File: config.mk
export PLATFORM = sky130hd
export DESIGN_NAME = rs_age_cdb
export DESIGN_NICKNAME = d
export VERILOG_FILES = /design/src/rtl/rs_age_cdb_pkg.sv /design/src/rtl/rs_age_cdb_picker.sv /design/src/rtl/rs_age_cdb.sv
export SDC_FILE = /design/constraint.sdc
export NUM_CORES = 2
export LEC_CHECK = 0
export ABC_CLOCK_PERIOD_IN_PS = 3420
export CAP_MARGIN = 20
export CORE_MARGIN = 4
export CORE_UTILIZATION = 58
export DETAILED_ROUTE_END_ITERATION = 10
export GPL_ROUTABILITY_DRIVEN = 1
export PLACE_DENSITY = 0.78
export REMOVE_ABC_BUFFERS = 1
export SKIP_CTS_REPAIR_TIMING = 1
export SYNTH_ARGS = -nofsm -noshare
export SYNTH_HDL_FRONTEND = slang
export SYNTH_SLANG_ARGS = --single-unit
export TNS_END_PERCENT = 30
File: constraint.sdc
create_clock -name clk -period 3.42 [get_ports clk]
set_input_delay 0.513 -clock clk [delete_from_list [all_inputs] [get_ports clk]]
set_output_delay 0.513 -clock clk [all_outputs]
set_load 0.01 [all_outputs]
File: src/rtl/rs_age_cdb_pkg.sv
`default_nettype none
// ============================================================================
//  Module      : rs_age_cdb_pkg
//  Description : Shared configuration for the age-ordered reservation
//                station: RoB tag width, default depth and the instruction
//                type codes the Decoder forwards to this station.
//  Revision    : 1.0  initial release
// ============================================================================
package rs_age_cdb_pkg;

  // Width of a RoB tag (16-entry reorder buffer)
  localparam int ROB_SIZE_WIDTH = 4;

  // Default reservation-station depth
  localparam int RS_SIZE = 8;

  // Instruction type codes (RISC-V major opcodes) routed to the integer path
  localparam logic [6:0] I_TYPE = 7'b0010011;
  localparam logic [6:0] R_TYPE = 7'b0110011;
  localparam logic [6:0] B_TYPE = 7'b1100011;

endpackage
`default_nettype wire

File: src/rtl/rs_age_cdb_picker.sv
`default_nettype none
// ============================================================================
//  Module      : rs_age_picker
//  Description : DEPTH x DEPTH age matrix. older_q[r][c] = 1 means entry r
//                was allocated before entry c. Keeps the matrix up to date
//                from one-hot alloc/free vectors and reports the oldest
//                requesting entry as one-hot and binary index.
//  Revision    : 1.0  initial release
// ============================================================================
module rs_age_picker
  import rs_age_cdb_pkg::*;
#(
  parameter int DEPTH = RS_SIZE
) (
  input  logic                     clk,
  input  logic                     rst,
  input  logic                     clear,
  input  logic [DEPTH-1:0]         alloc,
  input  logic [DEPTH-1:0]         free,
  input  logic [DEPTH-1:0]         req,
  output logic [DEPTH-1:0]         grant,
  output logic [$clog2(DEPTH)-1:0] grant_idx
);

  localparam int IDX_W = $clog2(DEPTH);

  logic [DEPTH-1:0] older_q [DEPTH];
  logic [DEPTH-1:0] older_d [DEPTH];

  // Matrix update: a freed entry loses all relations; a new entry is younger
  // than every other slot (stale bits of idle slots are masked by req).
  always_comb begin
    for (int r = 0; r < DEPTH; r++) begin
      for (int c = 0; c < DEPTH; c++) begin
        if (free[r] || free[c]) begin
          older_d[r][c] = 1'b0;
        end else if (alloc[r]) begin
          older_d[r][c] = 1'b0;
        end else if (alloc[c]) begin
          older_d[r][c] = (r != c);
        end else begin
          older_d[r][c] = older_q[r][c];
        end
      end
    end
  end

  // Age matrix register, wiped by reset or flush
  always_ff @(posedge clk) begin
    if (rst || clear) begin
      for (int r = 0; r < DEPTH; r++) begin
        older_q[r] <= '0;
      end
    end else begin
      older_q <= older_d;
    end
  end

  // An entry wins when no other requester is older than it
  always_comb begin
    logic blk;
    grant = '0;
    for (int i = 0; i < DEPTH; i++) begin
      blk = 1'b0;
      for (int j = 0; j < DEPTH; j++) begin
        if (req[j] && older_q[j][i]) begin
          blk = 1'b1;
        end
      end
      grant[i] = req[i] && !blk;
    end
  end

  // One-hot to binary; index 0 when nothing is granted
  always_comb begin
    grant_idx = '0;
    for (int i = DEPTH - 1; i >= 0; i--) begin
      if (grant[i]) begin
        grant_idx = i[IDX_W-1:0];
      end
    end
  end

endmodule
`default_nettype wire

File: src/rtl/rs_age_cdb.sv
`default_nettype none
// ============================================================================
//  Module      : rs_age_cdb
//  Description : Integer/branch reservation station with NUM_CDB broadcast
//                wakeup channels, enqueue-time CDB bypass and oldest-ready
//                issue through a valid/ready handshake to an external ALU.
//                Optional macro RS_WAKEUP_BYPASS_EN: an entry whose last
//                pending operand is broadcast this cycle may issue in the
//                same cycle with the operand forwarded from the CDB.
//  Revision    : 1.0  initial release
// ============================================================================
module rs_age_cdb
  import rs_age_cdb_pkg::*;
#(
  parameter int DEPTH   = RS_SIZE,
  parameter int NUM_CDB = 2,
  parameter int ROB_W   = ROB_SIZE_WIDTH,
  parameter int DATA_W  = 32
) (
  input  logic                        clk,
  input  logic                        rst,
  input  logic                        rdy,
  input  logic                        rob_clear,
  input  logic                        in_valid,
  output logic                        in_ready,
  input  logic [2:0]                  in_op,
  input  logic [6:0]                  in_type,
  input  logic                        in_op_other,
  input  logic [DATA_W-1:0]           in_v1,
  input  logic [DATA_W-1:0]           in_v2,
  input  logic                        in_dep1,
  input  logic                        in_dep2,
  input  logic [ROB_W-1:0]            in_q1,
  input  logic [ROB_W-1:0]            in_q2,
  input  logic [ROB_W-1:0]            in_rob_id,
  input  logic [NUM_CDB-1:0]          cdb_valid,
  input  logic [NUM_CDB*ROB_W-1:0]    cdb_rob_id,
  input  logic [NUM_CDB*DATA_W-1:0]   cdb_value,
  output logic                        ex_valid,
  input  logic                        ex_ready,
  output logic [2:0]                  ex_op,
  output logic [6:0]                  ex_type,
  output logic                        ex_op_other,
  output logic [DATA_W-1:0]           ex_v1,
  output logic [DATA_W-1:0]           ex_v2,
  output logic [ROB_W-1:0]            ex_rob_id,
  output logic [$clog2(DEPTH+1)-1:0]  count
);

  localparam int IDX_W = $clog2(DEPTH);
  localparam int CNT_W = $clog2(DEPTH + 1);
  localparam logic [CNT_W-1:0] FULL_CNT = CNT_W'(DEPTH);

  // Entry state
  logic [DEPTH-1:0]  busy_q, busy_d, dep1_q, dep1_d, dep2_q, dep2_d;
  logic [DATA_W-1:0] v1_q [DEPTH], v1_d [DEPTH], v2_q [DEPTH], v2_d [DEPTH];
  logic [ROB_W-1:0]  q1_q [DEPTH], q1_d [DEPTH], q2_q [DEPTH], q2_d [DEPTH];
  logic [ROB_W-1:0]  rob_q [DEPTH], rob_d [DEPTH];
  logic [2:0]        op_q [DEPTH], op_d [DEPTH];
  logic [6:0]        typ_q [DEPTH], typ_d [DEPTH];
  logic [DEPTH-1:0]  oth_q, oth_d;
  logic [CNT_W-1:0]  count_q, count_d;

  // Unpacked broadcast channels
  logic [ROB_W-1:0]  w_cdb_tag [NUM_CDB];
  logic [DATA_W-1:0] w_cdb_val [NUM_CDB];

  for (genvar k = 0; k < NUM_CDB; k++) begin : g_cdb
    assign w_cdb_tag[k] = cdb_rob_id[k*ROB_W +: ROB_W];
    assign w_cdb_val[k] = cdb_value[k*DATA_W +: DATA_W];
  end

  // Tag matches against the CDB; descending scan so the lowest channel wins
  logic [DEPTH-1:0]  w_hit1, w_hit2;
  logic [DATA_W-1:0] w_hv1 [DEPTH], w_hv2 [DEPTH];
  logic              w_in_hit1, w_in_hit2;
  logic [DATA_W-1:0] w_in_hv1, w_in_hv2;

  // CDB lookup for every stored operand tag and for the incoming tags
  always_comb begin
    w_in_hit1 = 1'b0;
    w_in_hit2 = 1'b0;
    w_in_hv1  = '0;
    w_in_hv2  = '0;
    for (int i = 0; i < DEPTH; i++) begin
      w_hit1[i] = 1'b0;
      w_hit2[i] = 1'b0;
      w_hv1[i]  = '0;
      w_hv2[i]  = '0;
    end
    for (int k = NUM_CDB - 1; k >= 0; k--) begin
      if (cdb_valid[k]) begin
        for (int i = 0; i < DEPTH; i++) begin
          if (w_cdb_tag[k] == q1_q[i]) begin
            w_hit1[i] = 1'b1;
            w_hv1[i]  = w_cdb_val[k];
          end
          if (w_cdb_tag[k] == q2_q[i]) begin
            w_hit2[i] = 1'b1;
            w_hv2[i]  = w_cdb_val[k];
          end
        end
        if (w_cdb_tag[k] == in_q1) begin
          w_in_hit1 = 1'b1;
          w_in_hv1  = w_cdb_val[k];
        end
        if (w_cdb_tag[k] == in_q2) begin
          w_in_hit2 = 1'b1;
          w_in_hv2  = w_cdb_val[k];
        end
      end
    end
  end

  // Issue eligibility and the operand values presented on ex_*
  logic [DEPTH-1:0]  w_req;
  logic [DATA_W-1:0] w_fv1 [DEPTH], w_fv2 [DEPTH];

  // Ready vector; with same-cycle bypass a pending operand counts as
  // satisfied when its tag is on the CDB right now
  always_comb begin
    for (int i = 0; i < DEPTH; i++) begin
`ifdef RS_WAKEUP_BYPASS_EN
      w_req[i] = busy_q[i] && !(dep1_q[i] && !w_hit1[i]) && !(dep2_q[i] && !w_hit2[i]);
      w_fv1[i] = dep1_q[i] ? w_hv1[i] : v1_q[i];
      w_fv2[i] = dep2_q[i] ? w_hv2[i] : v2_q[i];
`else
      w_req[i] = busy_q[i] && !dep1_q[i] && !dep2_q[i];
      w_fv1[i] = v1_q[i];
      w_fv2[i] = v2_q[i];
`endif
    end
  end

  logic [DEPTH-1:0] w_grant, w_alloc_vec, w_free_vec;
  logic [IDX_W-1:0] w_sel_idx, w_alloc_idx;
  logic             w_enq, w_deq;

  assign in_ready = rdy && (count_q != FULL_CNT);
  assign ex_valid = rdy && (|w_req);
  assign w_enq    = in_valid && in_ready;
  assign w_deq    = ex_valid && ex_ready;

  // Lowest-index free slot; a slot being dequeued is still busy here, so
  // it can never be reallocated in the same cycle
  always_comb begin
    w_alloc_idx = '0;
    for (int i = DEPTH - 1; i >= 0; i--) begin
      if (!busy_q[i]) begin
        w_alloc_idx = i[IDX_W-1:0];
      end
    end
  end

  assign w_alloc_vec = w_enq ? ({{(DEPTH-1){1'b0}}, 1'b1} << w_alloc_idx) : '0;
  assign w_free_vec  = w_deq ? w_grant : '0;

  rs_age_picker #(
    .DEPTH (DEPTH)
  ) u_picker (
    .clk       (clk),
    .rst       (rst),
    .clear     (rob_clear),
    .alloc     (w_alloc_vec),
    .free      (w_free_vec),
    .req       (w_req),
    .grant     (w_grant),
    .grant_idx (w_sel_idx)
  );

  // Selected entry drives the ALU interface (index 0 when empty)
  assign ex_op       = op_q[w_sel_idx];
  assign ex_type     = typ_q[w_sel_idx];
  assign ex_op_other = oth_q[w_sel_idx];
  assign ex_v1       = w_fv1[w_sel_idx];
  assign ex_v2       = w_fv2[w_sel_idx];
  assign ex_rob_id   = rob_q[w_sel_idx];
  assign count       = count_q;

  // Next state: wakeup, dequeue and enqueue, all frozen while rdy is low
  always_comb begin
    busy_d  = busy_q;
    dep1_d  = dep1_q;
    dep2_d  = dep2_q;
    v1_d    = v1_q;
    v2_d    = v2_q;
    q1_d    = q1_q;
    q2_d    = q2_q;
    rob_d   = rob_q;
    op_d    = op_q;
    typ_d   = typ_q;
    oth_d   = oth_q;
    count_d = count_q;
    if (rdy) begin
      for (int i = 0; i < DEPTH; i++) begin
        if (busy_q[i] && dep1_q[i] && w_hit1[i]) begin
          dep1_d[i] = 1'b0;
          v1_d[i]   = w_hv1[i];
        end
        if (busy_q[i] && dep2_q[i] && w_hit2[i]) begin
          dep2_d[i] = 1'b0;
          v2_d[i]   = w_hv2[i];
        end
      end
      if (w_deq) begin
        busy_d[w_sel_idx] = 1'b0;
      end
      if (w_enq) begin
        busy_d[w_alloc_idx] = 1'b1;
        dep1_d[w_alloc_idx] = in_dep1 && !w_in_hit1;
        dep2_d[w_alloc_idx] = in_dep2 && !w_in_hit2;
        v1_d[w_alloc_idx]   = (in_dep1 && w_in_hit1) ? w_in_hv1 : in_v1;
        v2_d[w_alloc_idx]   = (in_dep2 && w_in_hit2) ? w_in_hv2 : in_v2;
        q1_d[w_alloc_idx]   = in_q1;
        q2_d[w_alloc_idx]   = in_q2;
        rob_d[w_alloc_idx]  = in_rob_id;
        op_d[w_alloc_idx]   = in_op;
        typ_d[w_alloc_idx]  = in_type;
        oth_d[w_alloc_idx]  = in_op_other;
      end
      case ({w_enq, w_deq})
        2'b10:   count_d = count_q + 1'b1;
        2'b01:   count_d = count_q - 1'b1;
        default: count_d = count_q;
      endcase
    end
  end

  // Control state: cleared by reset or flush regardless of rdy
  always_ff @(posedge clk) begin
    if (rst || rob_clear) begin
      busy_q  <= '0;
      dep1_q  <= '0;
      dep2_q  <= '0;
      count_q <= '0;
    end else begin
      busy_q  <= busy_d;
      dep1_q  <= dep1_d;
      dep2_q  <= dep2_d;
      count_q <= count_d;
    end
  end

  // Payload storage; only meaningful while the entry is busy
  always_ff @(posedge clk) begin
    v1_q  <= v1_d;
    v2_q  <= v2_d;
    q1_q  <= q1_d;
    q2_q  <= q2_d;
    rob_q <= rob_d;
    op_q  <= op_d;
    typ_q <= typ_d;
    oth_q <= oth_d;
  end

endmodule
`default_nettype wire
==> impl_metrics.json <==
{
  "critPathLaunchType": "flop",
  "clockBufferDepth": 3,
  "rows": 103,
  "regToRegSetupSlack_ns": 0.29,
  "p_leak_nw": 18.5,
  "min_to": "u_picker.older_q[10]",
  "dpl_cell_area_sq_mm": 0.0536,
  "ys_ff_latch": 780,
  "coreArea_sq_mm": 0.0795,
  "track_usage_pct": 40.0,
  "grt_use_met1_pct": 54.1,
  "ys_seq_area_share_pct": 48.2,
  "avgSynthCellArea_sq_um": 10.0,
  "io_pins": 254,
  "min_path_type": "flop to flop",
  "worst_pin_slew_ns": 1.16,
  "numCtsBuffers": 84,
  "yosysWarnings": 0,
  "totalWireLength_um": 185000,
  "arrival_ns": 3.84,
  "die_h_um": 292,
  "r2r-end": "count[3]",
  "htreeDepth": 3,
  "remaining_drc_errors": 10,
  "ant_nets": 0,
  "synth.distinct_cells": 65,
  "die_w_um": 292,
  "dp_hpwl_um": 111000,
  "use_met3_pct": 9.60,
  "crit_path_end_kind": "primary output",
  "fin_hold_ws_ns": 0.493,
  "period_share_pct": 127,
  "n_fill_cell": 5462,
  "grt_pass1_wl_um": 265000,
  "synth_ff_type": "edfxtp_1",
  "grt_max_degree": 178,
  "rr_worst_depth": 15,
  "relSlewSlack_pct": 22.8,
  "netlist_area_sq_mm": 0.0468,
  "min_path_cells": 2,
  "use_met2_pct": 59.5,
  "firstDrtPassIters": 11,
  "viasPerCell": 7.45,
  "status": "complete, but fails checks",
  "start_util_pct": 58.9,
  "required_ns": 2.91,
  "clock-root-buffer": "clkbuf_16",
  "cts_sinks": 780,
  "period_needed_ns": 4.35,
  "synth_edf_count": 696,
  "fin_ws_ns": -0.928,
  "power.density_mw_per_mm2": 400,
  "hold_viol_final": 0,
  "final_cell_area_sq_mm": 0.0576,
  "grt_pass1_vias": 43000,
  "async_flop_share_pct": 0,
  "routedWlPerCell_um": 30.5,
  "placed_cells": 5847,
  "cts_tree": "yes",
  "rsz0062_at_grt": "true",
  "grt-busiest-layer": "met2",
  "hp-start": "u_picker.older_q[10]",
  "finClkSkew_ns": 0.0286,
  "clk_pin_slew_ns": 0.06,
  "ir_worst_vdd_uv": 372,
  "violations": "design-rule violations, negative setup slack",
  "final_cells": 6064,
  "grt_remaining_overflow": 0,
  "fmax_mhz": 230,
  "synth_largest_area_cell": "edfxtp_1",
  "dr_total_vias": 45200,
  "die-area_sq_mm": 0.0853,
  "antenna_found_initial": 1,
  "worstSkewPairLatency_ns": 0.66,
  "gp_congestion": 0.976,
  "io_buffers": 253,
  "setup_viol": 79,
  "tns_ns": -60.78,
  "drive_above_1_share_pct": 18.8,
  "yosys.area.top_type_share_pct": 44.6,
  "synth_cells": 4675,
  "drv_slew": 0,
  "yosys-top-cells-area": "edfxtp_1, mux2i_1, o211ai_1",
  "first_iter_violations": 9106,
  "cp_max_fo": 8,
  "r2r_start": "dep1_q[5]",
  "startpoint": "busy_q[7]",
  "critical_path_class": "flop to primary output",
  "area_delta_synth_final_pct": 23.0,
  "final_nets": 5118,
  "drv_cap": 0
}
[worst max-delay path: stages (launching register included)]
cell	delay, ns
dfxtp_2	0.32
nor3b_4	0.15
buf_12	0.15
a2111oi_4	0.37
nand3_2	0.20
buf_4	0.19
a2111oi_4	0.38
buf_4	0.22
clkbuf_16	0.16
buf_12	0.11
buf_4	0.13
a222oi_1	0.10
o211ai_1	0.45
buf_2	0.23
[state kept, by name (all words and copies together), names as in the netlist]
name	flops
v1_q	256
dep2_q	8
op_q	24
rob_q	32
oth_q	8
q1_q	32
count	4
dep1_q	8
busy_q	8
q2_q	32
v2_q	256
u_picker.older_q	56
typ_q	56
[layer usage]
metal	routed length, um	vias to the layer above
li1	-	18600
met1	64700	21200
met4	12000	0
met5	0	-
met2	79000	4519
met3	29200	857
[report_power, final]
group | leakage (nW) | total, W | internal, W | switching [W]
combinational | 9.83 | 0.00254 | 0.00103 | 0.00151
sequential | 7.36 | 0.0111 | 0.0109 | 0.000245
clock | 1.36 | 0.00940 | 0.00533 | 0.00407
[layout by cell type, fill, tap and decap left out, types with 13 or more instances in the layout]
cell,count
a211oi_1,290
a21oi_1,310
a222oi_1,79
a22o_1,79
a22oi_1,198
a22oi_2,52
buf_12,130
buf_2,35
buf_4,331
buf_6,22
clkbuf_1,13
clkbuf_16,104
clkbuf_2,32
clkdlybuf4s50_1,171
clkinv_1,16
clkinv_2,19
dfxtp_1,71
edfxtp_1,696
mux2_2,57
mux2_4,18
mux2i_1,353
nand2_1,424
nor2_1,360
nor3_1,49
nor4_1,18
o211ai_1,317
o21ai_0,252
o21ai_1,68
o22ai_1,64
xnor2_1,40
xor2_1,108
[how the worst max path moves through the flow]
stage                                to  depth (start not counted)
finish                        ex_v1[20]                         13
global route                  ex_v2[27]                         14
CTS                           ex_v2[27]                         13
detailed placement            ex_v2[27]                         13
global placement              ex_v2[27]                         13
floorplan           u_picker.older_q[8]                          6
[kinds of logic after synthesis]
family                     Yosys count  share of synthesized area (%)
adders and majority gates            4                          0.123
xor gates and xnor gates           148                           2.77
AOI/OAI and AO/OA                 1748                           25.4
DFF                                780                           48.2
and+or+nand+nor                    974                           8.99
buffers and inverters              589                           5.09
muxes                              432                           9.45
[area by class of cell]
cell class	count	area (sq um)	share of cell area [%]
multi-input cells	3306	22700	39.5
flip-flops and latches	780	22600	39.3
repair buffers	756	8080	14.0
clock buffers	106	2310	4.02
well taps	1050	1310	2.28
clock inverters	48	442	0.767
inverters	17	78.8	0.137
diodes	1	2.50	0.00435
[stage by stage]
stage | setup slack, ns | utilization [%] | total power (W)
global placement | -0.707 | 67.4 | 0.0137
floorplan | -7.23 | - | 0.0123
CTS | -1.35 | 70.9 | 0.0229
finish | -0.928 | 72.4 | 0.0230
global route | -0.972 | 72.4 | 0.0235
detailed placement | -0.633 | 67.4 | 0.0137
[synthesized netlist by cell type (84+ instances only)]
library cell,count
a211oi_1,290
a21oi_1,310
a22oi_1,250
buf_2,86
clkbuf_1,427
dfxtp_1,84
edfxtp_1,696
mux2i_1,353
nand2_1,438
nor2_1,361
o211ai_1,317
o21ai_0,252
xor2_1,108
(Power assumes the default switching activity.)
